`config.mk`:
```
export PLATFORM = sky130hd
export DESIGN_NAME = qcl_breath_sched
export DESIGN_NICKNAME = d
export VERILOG_FILES = /design/src/rtl/qcl_breath_sched_pkg.sv /design/src/rtl/qcl_breath_prescaler.sv /design/src/rtl/qcl_breath_sched.sv
export SDC_FILE = /design/constraint.sdc
export NUM_CORES = 1
export LEC_CHECK = 0
export CAP_MARGIN = 5
export CORE_MARGIN = 2
export CORE_UTILIZATION = 50
export DETAILED_ROUTE_END_ITERATION = 10
export GPL_TIMING_DRIVEN = 0
export MAX_ROUTING_LAYER = met4
export PLACE_DENSITY = 0.83
export SYNTH_ARGS = -nofsm -noshare
export SYNTH_HDL_FRONTEND = slang
export SYNTH_SLANG_ARGS = --single-unit
```
`constraint.sdc`:
```
create_clock -name clk_i -period 4.2 [get_ports clk_i]
set_clock_uncertainty 0.15 [all_clocks]
set_input_delay 0.63 -clock clk_i [delete_from_list [all_inputs] [get_ports clk_i]]
set_output_delay 0.63 -clock clk_i [all_outputs]
set_load 0.1 [all_outputs]
```
`src/rtl/qcl_breath_sched_pkg.sv`:
```
// Shared types and helpers for the breath-style channel sequencer.
package qcl_breath_sched_pkg;

    typedef enum logic [1:0] {
        ST_IDLE    = 2'd0,
        ST_RUN     = 2'd1,
        ST_ADVANCE = 2'd2,
        ST_DONE    = 2'd3
    } state_t;

    // Widest channel count the search helper supports; masks are zero-extended to it.
    localparam int MAX_ELS = 64;

    typedef struct packed {
        logic       found;
        logic [5:0] idx;
    } bit_sel_t;

    // Lowest set bit of mask at or above position 'from'.
    function automatic bit_sel_t next_set_bit(input logic [MAX_ELS-1:0] mask, input int from);
        bit_sel_t r;
        r = '0;
        for (int i = MAX_ELS - 1; i >= 0; i--) begin
            if (i >= from && mask[i]) begin
                r.found = 1'b1;
                r.idx   = 6'(i);
            end
        end
        return r;
    endfunction

endpackage

```
`src/rtl/qcl_breath_prescaler.sv`:
```
// Free-running divider producing a one-cycle strobe every prescale_p enabled cycles.
module qcl_breath_prescaler #(
    parameter int prescale_p = 1000
) (
    input  logic clk_i,
    input  logic reset_n_i,
    input  logic clear_i,
    input  logic en_i,
    output logic tick_o
);

    localparam int CW = (prescale_p > 1) ? $clog2(prescale_p) : 1;
    localparam logic [CW-1:0] LAST = CW'(prescale_p - 1);

    logic [CW-1:0] count;

    always_ff @(posedge clk_i or negedge reset_n_i) begin
        if (!reset_n_i) begin
            count <= '0;
        end else if (clear_i) begin
            count <= '0;
        end else if (en_i) begin
            count <= (count == LAST) ? '0 : count + 1'b1;
        end
    end

    assign tick_o = en_i && (count == LAST);

endmodule

```
`src/rtl/qcl_breath_sched.sv`:
```
// Walks enabled channels in ascending order, toggling one at a time from a shared prescaled tick.
module qcl_breath_sched
    import qcl_breath_sched_pkg::*;
#(
    parameter int els_p        = 4,
    parameter int prescale_p   = 1000,
    parameter int width_p      = 16,
    parameter int reps_width_p = 8
) (
    input  logic                          clk_i,
    input  logic                          reset_n_i,
    input  logic                          start_v_i,
    output logic                          start_ready_o,
    input  logic [width_p-1:0]            half_period_i,
    input  logic [reps_width_p-1:0]       reps_i,
    input  logic [els_p-1:0]              mask_i,
    input  logic                          abort_i,
    output logic                          tick_o,
    output logic [els_p-1:0]              en_o,
    output logic [els_p-1:0]              o,
    output logic [((els_p > 1) ? $clog2(els_p) : 1)-1:0] active_o,
    output logic                          busy_o,
    output logic                          done_o
);

    localparam int AW = (els_p > 1) ? $clog2(els_p) : 1;

    state_t                  state;
    logic [width_p-1:0]      hp_r;
    logic [reps_width_p-1:0] reps_r;
    logic [els_p-1:0]        mask_r;
    logic [width_p-1:0]      tick_cnt;
    logic [reps_width_p-1:0] rep_cnt;
    logic [els_p-1:0]        lvl;
    logic [AW-1:0]           ch;

    logic                    run;
    logic                    tick;
    logic                    handshake;
    logic                    kill;
    logic [width_p-1:0]      hp_eff;
    logic                    half_end;
    logic                    falling;
    logic [width_p-1:0]      tick_inc;
    logic [reps_width_p-1:0] rep_inc;
    logic                    last_rep;
    logic [MAX_ELS-1:0]      mask_in_ext;
    logic [MAX_ELS-1:0]      mask_r_ext;
    bit_sel_t                first_sel;
    bit_sel_t                next_sel;

    assign run       = (state == ST_RUN);
    assign handshake = start_v_i && (state == ST_IDLE);
    assign kill      = abort_i && (run || state == ST_ADVANCE);

    qcl_breath_prescaler #(.prescale_p(prescale_p)) u_prescaler (
        .clk_i     (clk_i),
        .reset_n_i (reset_n_i),
        .clear_i   (!run),
        .en_i      (run),
        .tick_o    (tick)
    );

    // A zero half-period would never toggle; run it as one tick instead.
    assign hp_eff   = (hp_r == '0) ? width_p'(1) : hp_r;
    assign half_end = tick && (tick_cnt == hp_eff - 1'b1);
    assign falling  = half_end && lvl[ch];
    assign tick_inc = (tick_cnt == '1) ? tick_cnt : tick_cnt + 1'b1;
    assign rep_inc  = (rep_cnt == '1) ? rep_cnt : rep_cnt + 1'b1;
    assign last_rep = falling && (rep_inc == reps_r);

    always_comb begin
        mask_in_ext = '0;
        mask_r_ext  = '0;
        mask_in_ext[els_p-1:0] = mask_i;
        mask_r_ext[els_p-1:0]  = mask_r;
        first_sel = next_set_bit(mask_in_ext, 0);
        next_sel  = next_set_bit(mask_r_ext, int'(ch) + 1);
    end

    always_ff @(posedge clk_i or negedge reset_n_i) begin
        if (!reset_n_i) begin
            state    <= ST_IDLE;
            hp_r     <= '0;
            reps_r   <= '0;
            mask_r   <= '0;
            tick_cnt <= '0;
            rep_cnt  <= '0;
            lvl      <= '0;
            ch       <= '0;
        end else if (kill) begin
            state    <= ST_IDLE;
            tick_cnt <= '0;
            rep_cnt  <= '0;
            lvl      <= '0;
        end else begin
            case (state)
                ST_IDLE: begin
                    if (handshake) begin
                        hp_r     <= half_period_i;
                        reps_r   <= reps_i;
                        mask_r   <= mask_i;
                        tick_cnt <= '0;
                        rep_cnt  <= '0;
                        if (!first_sel.found || reps_i == '0) begin
                            state <= ST_DONE;
                        end else begin
                            state <= ST_RUN;
                            ch    <= AW'(first_sel.idx);
                        end
                    end
                end
                ST_RUN: begin
                    if (half_end) begin
                        lvl[ch]  <= ~lvl[ch];
                        tick_cnt <= '0;
                        if (falling) rep_cnt <= rep_inc;
                        if (last_rep) state <= ST_ADVANCE;
                    end else if (tick) begin
                        tick_cnt <= tick_inc;
                    end
                end
                ST_ADVANCE: begin
                    tick_cnt <= '0;
                    rep_cnt  <= '0;
                    if (next_sel.found) begin
                        ch    <= AW'(next_sel.idx);
                        state <= ST_RUN;
                    end else begin
                        state <= ST_DONE;
                    end
                end
                default: state <= ST_IDLE;
            endcase
        end
    end

    always_comb begin
        en_o     = '0;
        en_o[ch] = run && tick;
    end

    assign tick_o        = tick;
    assign o             = lvl;
    assign active_o      = ch;
    assign start_ready_o = (state == ST_IDLE);
    assign busy_o        = run || (state == ST_ADVANCE);
    assign done_o        = (state == ST_DONE);

endmodule
```
; ---- After elaboration in Yosys (flattened, before gate mapping)
; Index checks and enable logic that the tools add are counted.
; W data, S select, Z words.
[classes]
n_addsub = 5
mul = 0
div_mod_pow = 0
magnitude_cmp = 6
eq_ne = 17
shift = 0
n_mux = 42
bitwise = 3
reduce_logical = 28
[ops]
columns = op, count
row1 = $mux W16, 6
row2 = $mux W7, 8
row3 = $pmux W16 S3, 1
row4 = $mux W8, 5
row5 = $pmux W8 S3, 1
row6 = $mux W10, 2
row7 = $mux W2, 9
row8 = $add A16 B1 Y16 const B, 1
row9 = $eq A16 B16 Y1, 1
row10 = $eq A16 B16 Y1 const B, 1
row11 = $logic_not A16 Y1, 1
row12 = $sub A16 B1 Y16 const B, 1
row13 = $logic_and A1 B1 Y1, 12
row14 = $mux W4, 3
row15 = $ne A3 B1 Y1 const B, 4
row16 = $add A10 B1 Y10 const B, 1
row17 = $eq A10 B10 Y1 const B, 1
row18 = $add A8 B1 Y8 const B, 1
row19 = $eq A8 B8 Y1, 1
row20 = $eq A8 B8 Y1 const B, 1
row21 = $logic_not A8 Y1, 1
row22 = $reduce_and A4 Y1, 2
row23 = $ge A1 B3 Y1 const A, 2
row24 = $ge A2 B3 Y1 const A, 2
row25 = other kinds (25), 33
[totals]
register_bits = 70
latchBits = 0
ramBits = 0
rom_bits = 0
in_bits = 32
output_inout_bits = 14
wordCells = 110
n_memories = 0

; ---- Depth between registers and ports, before layout
; Gate-level depths: netlist (run 1).
[depth]
ltp_word = 11
ltp_mapped = 15
ltp_nobuf = 13

; ---- Cells and area by module
; Synthesis (run 1) repeated with hierarchy kept, for this count alone.
[hier_totals]
hier_cells = 466
hier_area_um2 = 4445.5
[modules_own_cells]
columns = module, instances, cells_per_inst, area_per_inst_um2, seq_area_each_um2
row1 = qcl_breath_sched, 1, 405, 3876.2, 1476.4
row2 = qcl_breath_prescaler, 1, 61, 569.3, 250.2

; ---- Least setup slack after synthesis (run 1)
; Ideal clock, no wire load.
[synth_path]
path_type = register -> output
start = register ch[1] (netlist: active_o[1])
end = output port en_o[2]
arrival_ps = 3508
required_time_ps = 3420
path_slack_ps = -88
stages_incl_launch_ff = 4
path_buffers = 1
path_cell_list = dfrtp_1 -> clkbuf_1 -> inv_1 -> nor3_1
[synth_via]
elab_chain_len = 5
elab_cells_between_ends = 6
cone_classes = order compare: 2 / mux: 2 / bitwise: 1 / reduce/logical: 1
[synth_rtl]
columns = element, line_no
row1 = from (decl), qcl_breath_sched.sv:35  ; logic [AW-1:0] ch;
row2 = from (signal assigned), qcl_breath_sched.sv:109  ; ch <= AW'(first_sel.idx);
row3 = from (signal assigned), qcl_breath_sched.sv:127  ; ch <= AW'(next_sel.idx);
row4 = $lt A2 B3 Y1 (not written as such) or $ge A2 B1 Y1 (tied branches), qcl_breath_sched.sv:140  ; en_o[ch] = run && tick;
row5 = $logic_and A1 B1 Y1, qcl_breath_sched.sv:140
row6 = $mux W1 (not written as such), qcl_breath_sched.sv:140
row7 = $demux W1 S2 *, qcl_breath_sched.sv:140
row8 = $and A4 B4 Y4 (no source line) *, n/a
row9 = to (decl), qcl_breath_sched.sv:19  ; output logic [els_p-1:0] en_o,
; Mark *: on every way between the ends. The rest lies on a longest branch, timed or not.

; ---- Worst setup path after layout (run 1)
[layout_path]
start = register u_prescaler.count[0]
end = output port tick_o
[layout_via]
elab_chain_len = 2
[layout_rtl]
columns = element, line_no
row1 = from (decl), qcl_breath_prescaler.sv:15  ; logic [CW-1:0] count;
row2 = from (signal assigned), qcl_breath_prescaler.sv:23  ; count <= (count == LAST) ? '0 : count + 1'b1;
row3 = $eq A10 B10 Y1, qcl_breath_prescaler.sv:27  ; assign tick_o = en_i && (count == LAST);
row4 = $logic_and A1 B1 Y1, qcl_breath_prescaler.sv:27
row5 = to (decl), qcl_breath_sched.sv:18  ; output logic tick_o,
; Every way passes these cells.

==> results of run 1 <==
==> final cells by class <==
class                      count  share of cell area
clock inverter                 5             0.00966
multi-input combinational    360               0.488
sequential                    69               0.334
inverter                      15              0.0109
tap                          105              0.0254
buffer                        15              0.0123
timing repair buffer          48              0.0928
clock buffer                  11              0.0273
==> final timing paths <==
path / from / endpoint / slack [ps] / cells past startpoint
max: u_prescaler.count[0] / tick_o / 130 / 7
min: reset_n_i / hp_r[11] / 220 / 1
max reg2reg: hp_r[5] / tick_cnt[10] / 150 / 13
min reg2reg: u_prescaler.count[0] / u_prescaler.count[0] / 320 / 1
max in group asynchronous: reset_n_i / hp_r[7] / 3070 / 1
min in group clk_i: u_prescaler.count[0] / u_prescaler.count[0] / 320 / 1
==> kinds of logic after synthesis <==
logic type | Yosys count | share of synthesized area
and+or+nand+nor | 181 | 0.222
xor gates and xnor gates | 43 | 0.0879
buffers and inverters | 32 | 0.0292
adders and majority gates | 9 | 0.0263
DFF | 69 | 0.403
muxes | 34 | 0.0899
AOI/OAI and AO/OA | 93 | 0.142
==> power groups by stage <==
| stage | logic, mW | registers (mW) | clock network (mW) |
|---|---|---|---|
| after floorplan | 0.995 | 1.05 | 0 |
| after CTS | 1.40 | 1.01 | 0.546 |
| after detailed placement | 1.37 | 1.03 | 0 |
| final | 1.47 | 1.02 | 0.541 |
| after global placement | 1.33 | 1.01 | 0 |
| after global routing | 1.59 | 1.05 | 0.578 |
==> per-stage QoR <==
stage | setup WS (ps) | total power [mW] | instances | hold WS, ps
after floorplan | -83.6 | 2.04 | 461 | 184
after global placement | -232 | 2.34 | 611 | 294
after detailed placement | -302 | 2.40 | 611 | 308
after CTS | 28.6 | 2.96 | 627 | 265
after global routing | -11.3 | 3.22 | 628 | 311
final | 127 | 3.04 | 628 | 222
==> Yosys cell counts, types with 2 or more instances <==
cell type  number  area, um^2
nor2_1         43         161
ha_1            9         113
or4_1          14         105
xnor2_1        21         184
and3_1          9        56.3
dfrtp_1        69        1730
nand2_1        30         113
nand2b_1        4        25.0
a211oi_1        6        45.0
nand3_1        24         120
nor4_1         10        62.6
clkbuf_1       11        41.3
o31ai_1         8        60.1
a31oi_1         4        25.0
o21ai_0        28         140
nor3_1         13        65.1
buf_2           4        20.0
a21oi_1        19        95.1
and2_1          8        50.1
o211ai_1        7        52.6
o2111ai_1       2        17.5
inv_1          15        56.3
buf_1           2        7.51
mux2_2         26         293
nor3b_1         3        22.5
mux2i_1         7        70.1
o221ai_1        3        26.3
or2_2           4        25.0
xor2_1         22         193
or3_1           5        31.3
nand4_1         7        43.8
or3b_2          2        17.5
==> sequential cells by signal, indices dropped and copies added (netlist names) <==
signal and count:
hp_r 16, tick_cnt 16, u_prescaler.count 10, rep_cnt 8
reps_r 8, o 4, mask_r 3, active_o 2
state 2
==> worst reg2reg max path: stages (launching register included) <==
cell	delay (ps)
dfrtp_1	460
or4_4	600
nor4_4	400
nor2_1	80
ha_1	240
nor3b_2	210
a31o_2	270
a32oi_2	180
a21oi_2	100
nand2b_2	240
o21ai_4	210
nor2_4	100
or4_1	550
a21oi_1	170
==> timing repair <==
item,in CTS,in global routing
hold buffers,0,0
pin swaps,0,4
setup buffers,0,3
resized for setup,4,25
endpoints found under the setup margin,27,33
cloned,0,0
endpoints found under the hold margin,0,0
==> routing by layer <==
layer | routed length (um) | share of wire
met1 | 4650 | 0.44
met2 | 4950 | 0.47
met3 | 718 | 0.068
met4 | 305 | 0.029
met5 | 0 | 0
==> impl_metrics.json, run 1 <==
{
  "cp_slowest_cell": "clkdlybuf4s50_1",
  "slowest_delay_ps": 1140,
  "cts_tree": "built",
  "start_util": 0.519,
  "synthArstFlopShare": 1.00,
  "num_vias": 3912,
  "hold_viol": 0,
  "finalCritPeriodShare": 0.970,
  "antenna_found_initial": 0,
  "layout-drive-gt1-share": 0.153,
  "p_comb_frac": 0.485,
  "ant_nets": 0,
  "tightestPinTransition_ps": 1010,
  "numCtsBuffers": 9,
  "path_cells": "ha_1 -> nand2_1 -> or3_1 -> or2_2 -> clkbuf_1 -> inv_1 -> clkdlybuf4s50_1",
  "seqCellArea_mm2": 0.00173,
  "drc_errors": 0,
  "root_buffer": "clkbuf_8",
  "ys_types": 54,
  "slew_viol_final": 0,
  "pin_count": 46,
  "seq_area_frac_synth": 0.403,
  "fp.dieW_um": 96.6,
  "coreArea_mm2": 0.00826,
  "cts_htree_levels": 3,
  "via_per_inst": 6.23,
  "syn_to_final_growth_pct": 20.8,
  "power_frac_seq": 0.337,
  "grt_use_met3": 0.0427,
  "first_global_vias": 3672,
  "fin_setup_tns_ps": 0,
  "grt_use_total": 0.255,
  "cap_violations": 0,
  "grt-ovfl-total": 0,
  "fill_cells": 643,
  "clkTransAtPathRegs_ps": 70,
  "clockPowerShare": 0.178,
  "synth_ff_type": "dfrtp_1",
  "final_common_cell": "dfrtp_1",
  "drt_iter0_markers": 433,
  "ir_worst_vdd_uv": 531,
  "portBuffers": 45,
  "avgSynthCellArea_um2": 9.30,
  "num_rows": 33,
  "gp_congestion": 0.978,
  "ys_warn_count": 0,
  "netlist_instances": 461,
  "drt-total-wl_um": 10600,
  "mostFrequentLayoutCells": "dfrtp_1, nor2_1, clkdlybuf4s50_1",
  "clock_path_buffers": 2,
  "antenna-diode-count": 0,
  "cts.sink_count": 69,
  "worstHoldPathType": "input pin to asynchronous set/reset pin",
  "switching_share": 0.450,
  "grt_max_degree": 70,
  "endpoint_kind": "primary output",
  "critPathArrivalTime_ps": 3290,
  "grt_first_pass_wirelength_um": 17900,
  "dieArea_mm2": 0.00933,
  "synth_edf_count": 0,
  "layout_min_cycle_time_ps": 4070,
  "multi_input_area_mm2": 0.00252,
  "relSlewSlack": 0.324,
  "first_pass_iters": 6,
  "p_int_mw": 1.67,
  "hpwl_um": 7480,
  "crit_type": "register to primary output",
  "startpoint_type": "register",
  "status": "complete, no violations",
  "dpl-instance-area_mm2": 0.00487,
  "p_switching_mw": 1.37,
  "gr-usage-met2": 0.382,
  "path_buf_inv": 3,
  "synth-seq-cells": 69,
  "cp_top_family": "buffers and inverters",
  "crit_required_ps": 3420,
  "setup_viol": 0,
  "final_util": 0.627,
  "powerDensity_mw_per_mm2": 587,
  "grt-busiest-layer": "met2",
  "dieHeight_um": 96.6,
  "post_drt_wl_per_cell_um": 16.9,
  "gr-usage-met1": 0.347,
  "final_nets": 559,
  "netlist_area_mm2": 0.00429,
  "fin_area_mm2": 0.00518,
  "syn_nets": 502,
  "power.leakage_nw": 2.14,
  "max_freq_mhz": 245,
  "clkLatencyLatePin_ps": 360,
  "critPathMaxFanout": 7
}
(Power assumes the default switching activity.)
==> run 2: changes to the inputs <==
==> constraint.sdc (replaced) <==
create_clock -name clk_i -period 4.2 [get_ports clk_i]
set_clock_uncertainty 0.15 [all_clocks]
set_input_delay 0.84 -clock clk_i [delete_from_list [all_inputs] [get_ports clk_i]]
set_output_delay 0.84 -clock clk_i [all_outputs]
set_load 0.1 [all_outputs]
==> run 2 against run 1 <==
  * Sequential power about the same
  * Die area stayed put
  * Utilization down 0.29 points
  * Non-clock buffer count is the same
  * Cell area fell by 0.46%
  * Total power is 0.44% higher
  * Clock power rose by 0.7%
  * Final cell count unchanged
  * Clock-buffer cell count unchanged
  * Sequential cell count did not move
  * Sequential share of layout area increased by 0.11 points
  * Largest power group unchanged
  * Maximum frequency is essentially flat
==> impl_metrics.json, run 2 (synthesized netlist as in run 1, its figures left out) <==
{
  "start_util": 0.519,
  "switching_share": 0.451,
  "reg2reg_to": "tick_cnt[8]",
  "layout-drive-gt1-share": 0.151,
  "cts.sink_count": 69,
  "final_util": 0.624,
  "powerDensity_mw_per_mm2": 592,
  "clockPowerShare": 0.178,
  "tightestPinTransition_ps": 1010,
  "slowest_delay_ps": 870,
  "cts_tree": "built",
  "cp_slowest_cell": "dlygate4sd2_1",
  "antenna_found_initial": 0,
  "min_to": "u_prescaler.count[0]",
  "p_comb_frac": 0.486,
  "dieHeight_um": 96.6,
  "dieArea_mm2": 0.00933,
  "num_vias": 3904,
  "startpoint_type": "register",
  "finalCritPeriodShare": 0.970,
  "hpwl_um": 7480,
  "r2r_setup_slack_ps": 170,
  "crit_type": "register to primary output",
  "portBuffers": 45,
  "dp.cells": 611,
  "path_buf_inv": 2,
  "critPathMaxFanout": 7,
  "grt_max_degree": 70,
  "slew_viol_final": 0,
  "drt-total-wl_um": 10700,
  "cap_violations": 0,
  "clock_path_buffers": 2,
  "path_cells": "ha_1 -> nand2_1 -> or3_1 -> or2_2 -> clkbuf_1 -> nor2_1 -> dlygate4sd2_1",
  "grt_use_total": 0.255,
  "cts_htree_levels": 3,
  "gp_congestion": 0.978,
  "drc_errors": 0,
  "layout_min_cycle_time_ps": 4070,
  "post_drt_wl_per_cell_um": 17.1,
  "crit_required_ps": 3210,
  "clkTransAtPathRegs_ps": 60,
  "clkLatencyLatePin_ps": 370,
  "power.leakage_nw": 2.09,
  "mostFrequentLayoutCells": "dfrtp_1, nor2_1, clkdlybuf4s50_1",
  "final_nets": 559,
  "hold_viol": 0,
  "first_global_vias": 3672,
  "endpoint_kind": "primary output",
  "root_buffer": "clkbuf_8",
  "final_common_cell": "dfrtp_1",
  "pin_count": 46,
  "status": "complete, no violations",
  "max_freq_mhz": 245,
  "num_rows": 33,
  "numCtsBuffers": 9,
  "p_switching_mw": 1.38,
  "hold_depth": 1,
  "ant_nets": 0,
  "worstHoldPathType": "register to register",
  "drt_iter0_markers": 478,
  "top_regs": "hp_r (16), tick_cnt (16), u_prescaler.count (10)",
  "p_int_mw": 1.68,
  "antenna-diode-count": 0,
  "hold_start": "u_prescaler.count[0]",
  "via_per_inst": 6.22,
  "grt-ovfl-total": 0,
  "reg2reg_from": "hp_r[7]",
  "power_frac_seq": 0.335,
  "grt_first_pass_wirelength_um": 17900,
  "holdWs_ps": 320,
  "setup_viol": 0,
  "ir_worst_vdd_uv": 532,
  "relSlewSlack": 0.327,
  "r2r_cells": 13,
  "final_cells": 628,
  "critPathArrivalTime_ps": 3080,
  "first_pass_iters": 6,
  "fp.dieW_um": 96.6,
  "cp_top_family": "buffers and inverters",
  "coreArea_mm2": 0.00826,
  "syn_to_final_growth_pct": 20.3
}
run 2: cell count changes in the layout (fill, tap and decap cells not counted), sizes merged:
| cell | before | now |
|---|---|---|
| clkdlybuf4s50 | 40 | 39 |
| clkbuf | 21 | 22 |
| dlymetal6s2s | 4 | 0 |
| dlygate4sd2 | 0 | 3 |
| buf | 9 | 10 |
run 2: power groups by stage:
stage / Combinational [mW] / Clock (mW) / Sequential, mW
6_report: 1.49 / 0.545 / 1.02
5_1_grt: 1.60 / 0.575 / 1.05
4_1_cts: 1.40 / 0.546 / 1.01
3_5_place_dp: 1.37 / 0 / 1.03
3_3_place_gp: 1.33 / 0 / 1.01
2_1_floorplan: 0.995 / 0 / 1.05
run 2: how the worst max path moves through the flow:
| stage | start | end | slack [ps] | cells past startpoint |
|---|---|---|---|---|
| floorplan | u_prescaler.count[0] | en_o[0] | -290 | 6 |
| CTS | hp_r[2] | rep_cnt[5] | 30 | 15 |
| detailed placement | hp_r[4] | rep_cnt[0] | -300 | 15 |
| global route | hp_r[9] | tick_cnt[10] | -30 | 14 |
| finish | u_prescaler.count[0] | en_o[3] | 130 | 7 |
| global placement | hp_r[4] | rep_cnt[5] | -230 | 15 |
run 2: worst register-to-register path: cells and delay by family (launching register included):
kind                     cells  cell delay, ps
AND/OR/NAND/NOR              6            1960
AO/OA/AOI/OAI                6            1150
flip-flops                   1             450
adder cells (fa/ha/maj)      1             240
run 2: per-stage QoR:
| stage | area (um^2) | total power [mW] | TNS, ps | setup slack (ps) |
|---|---|---|---|---|
| finish | 5150 | 3.05 | 0 | 127 |
| global route | 5150 | 3.22 | -73.4 | -34.6 |
| CTS | 5080 | 2.96 | 0 | 28.6 |
| detailed placement | 4870 | 2.40 | -5180 | -302 |
| global placement | 4870 | 2.34 | -15470 | -232 |
| floorplan | 4290 | 2.04 | -587 | -294 |
run 2: cell type report:
type,count,area [um^2]
clock buffer,11,141
tap,105,131
timing repair buffer,48,457
sequential,69,1730
clock inverter,5,50.0
fill,649,3100
multi-input combinational,360,2530
buffer,15,63.8
inverter,15,56.3
run 2: per-layer routing:
layer | wire (um) | track usage
met5 | 0 | -
met4 | 323 | 0.101
met3 | 689 | 0.0427
met2 | 5020 | 0.382
met1 | 4700 | 0.347
run 2: timing repair:
item                                    CTS  global route
setup buffers                             0             3
pin swaps                                 0             4
endpoints found under the setup margin   32            31
resized for setup                         9            23
hold buffers                              0             0
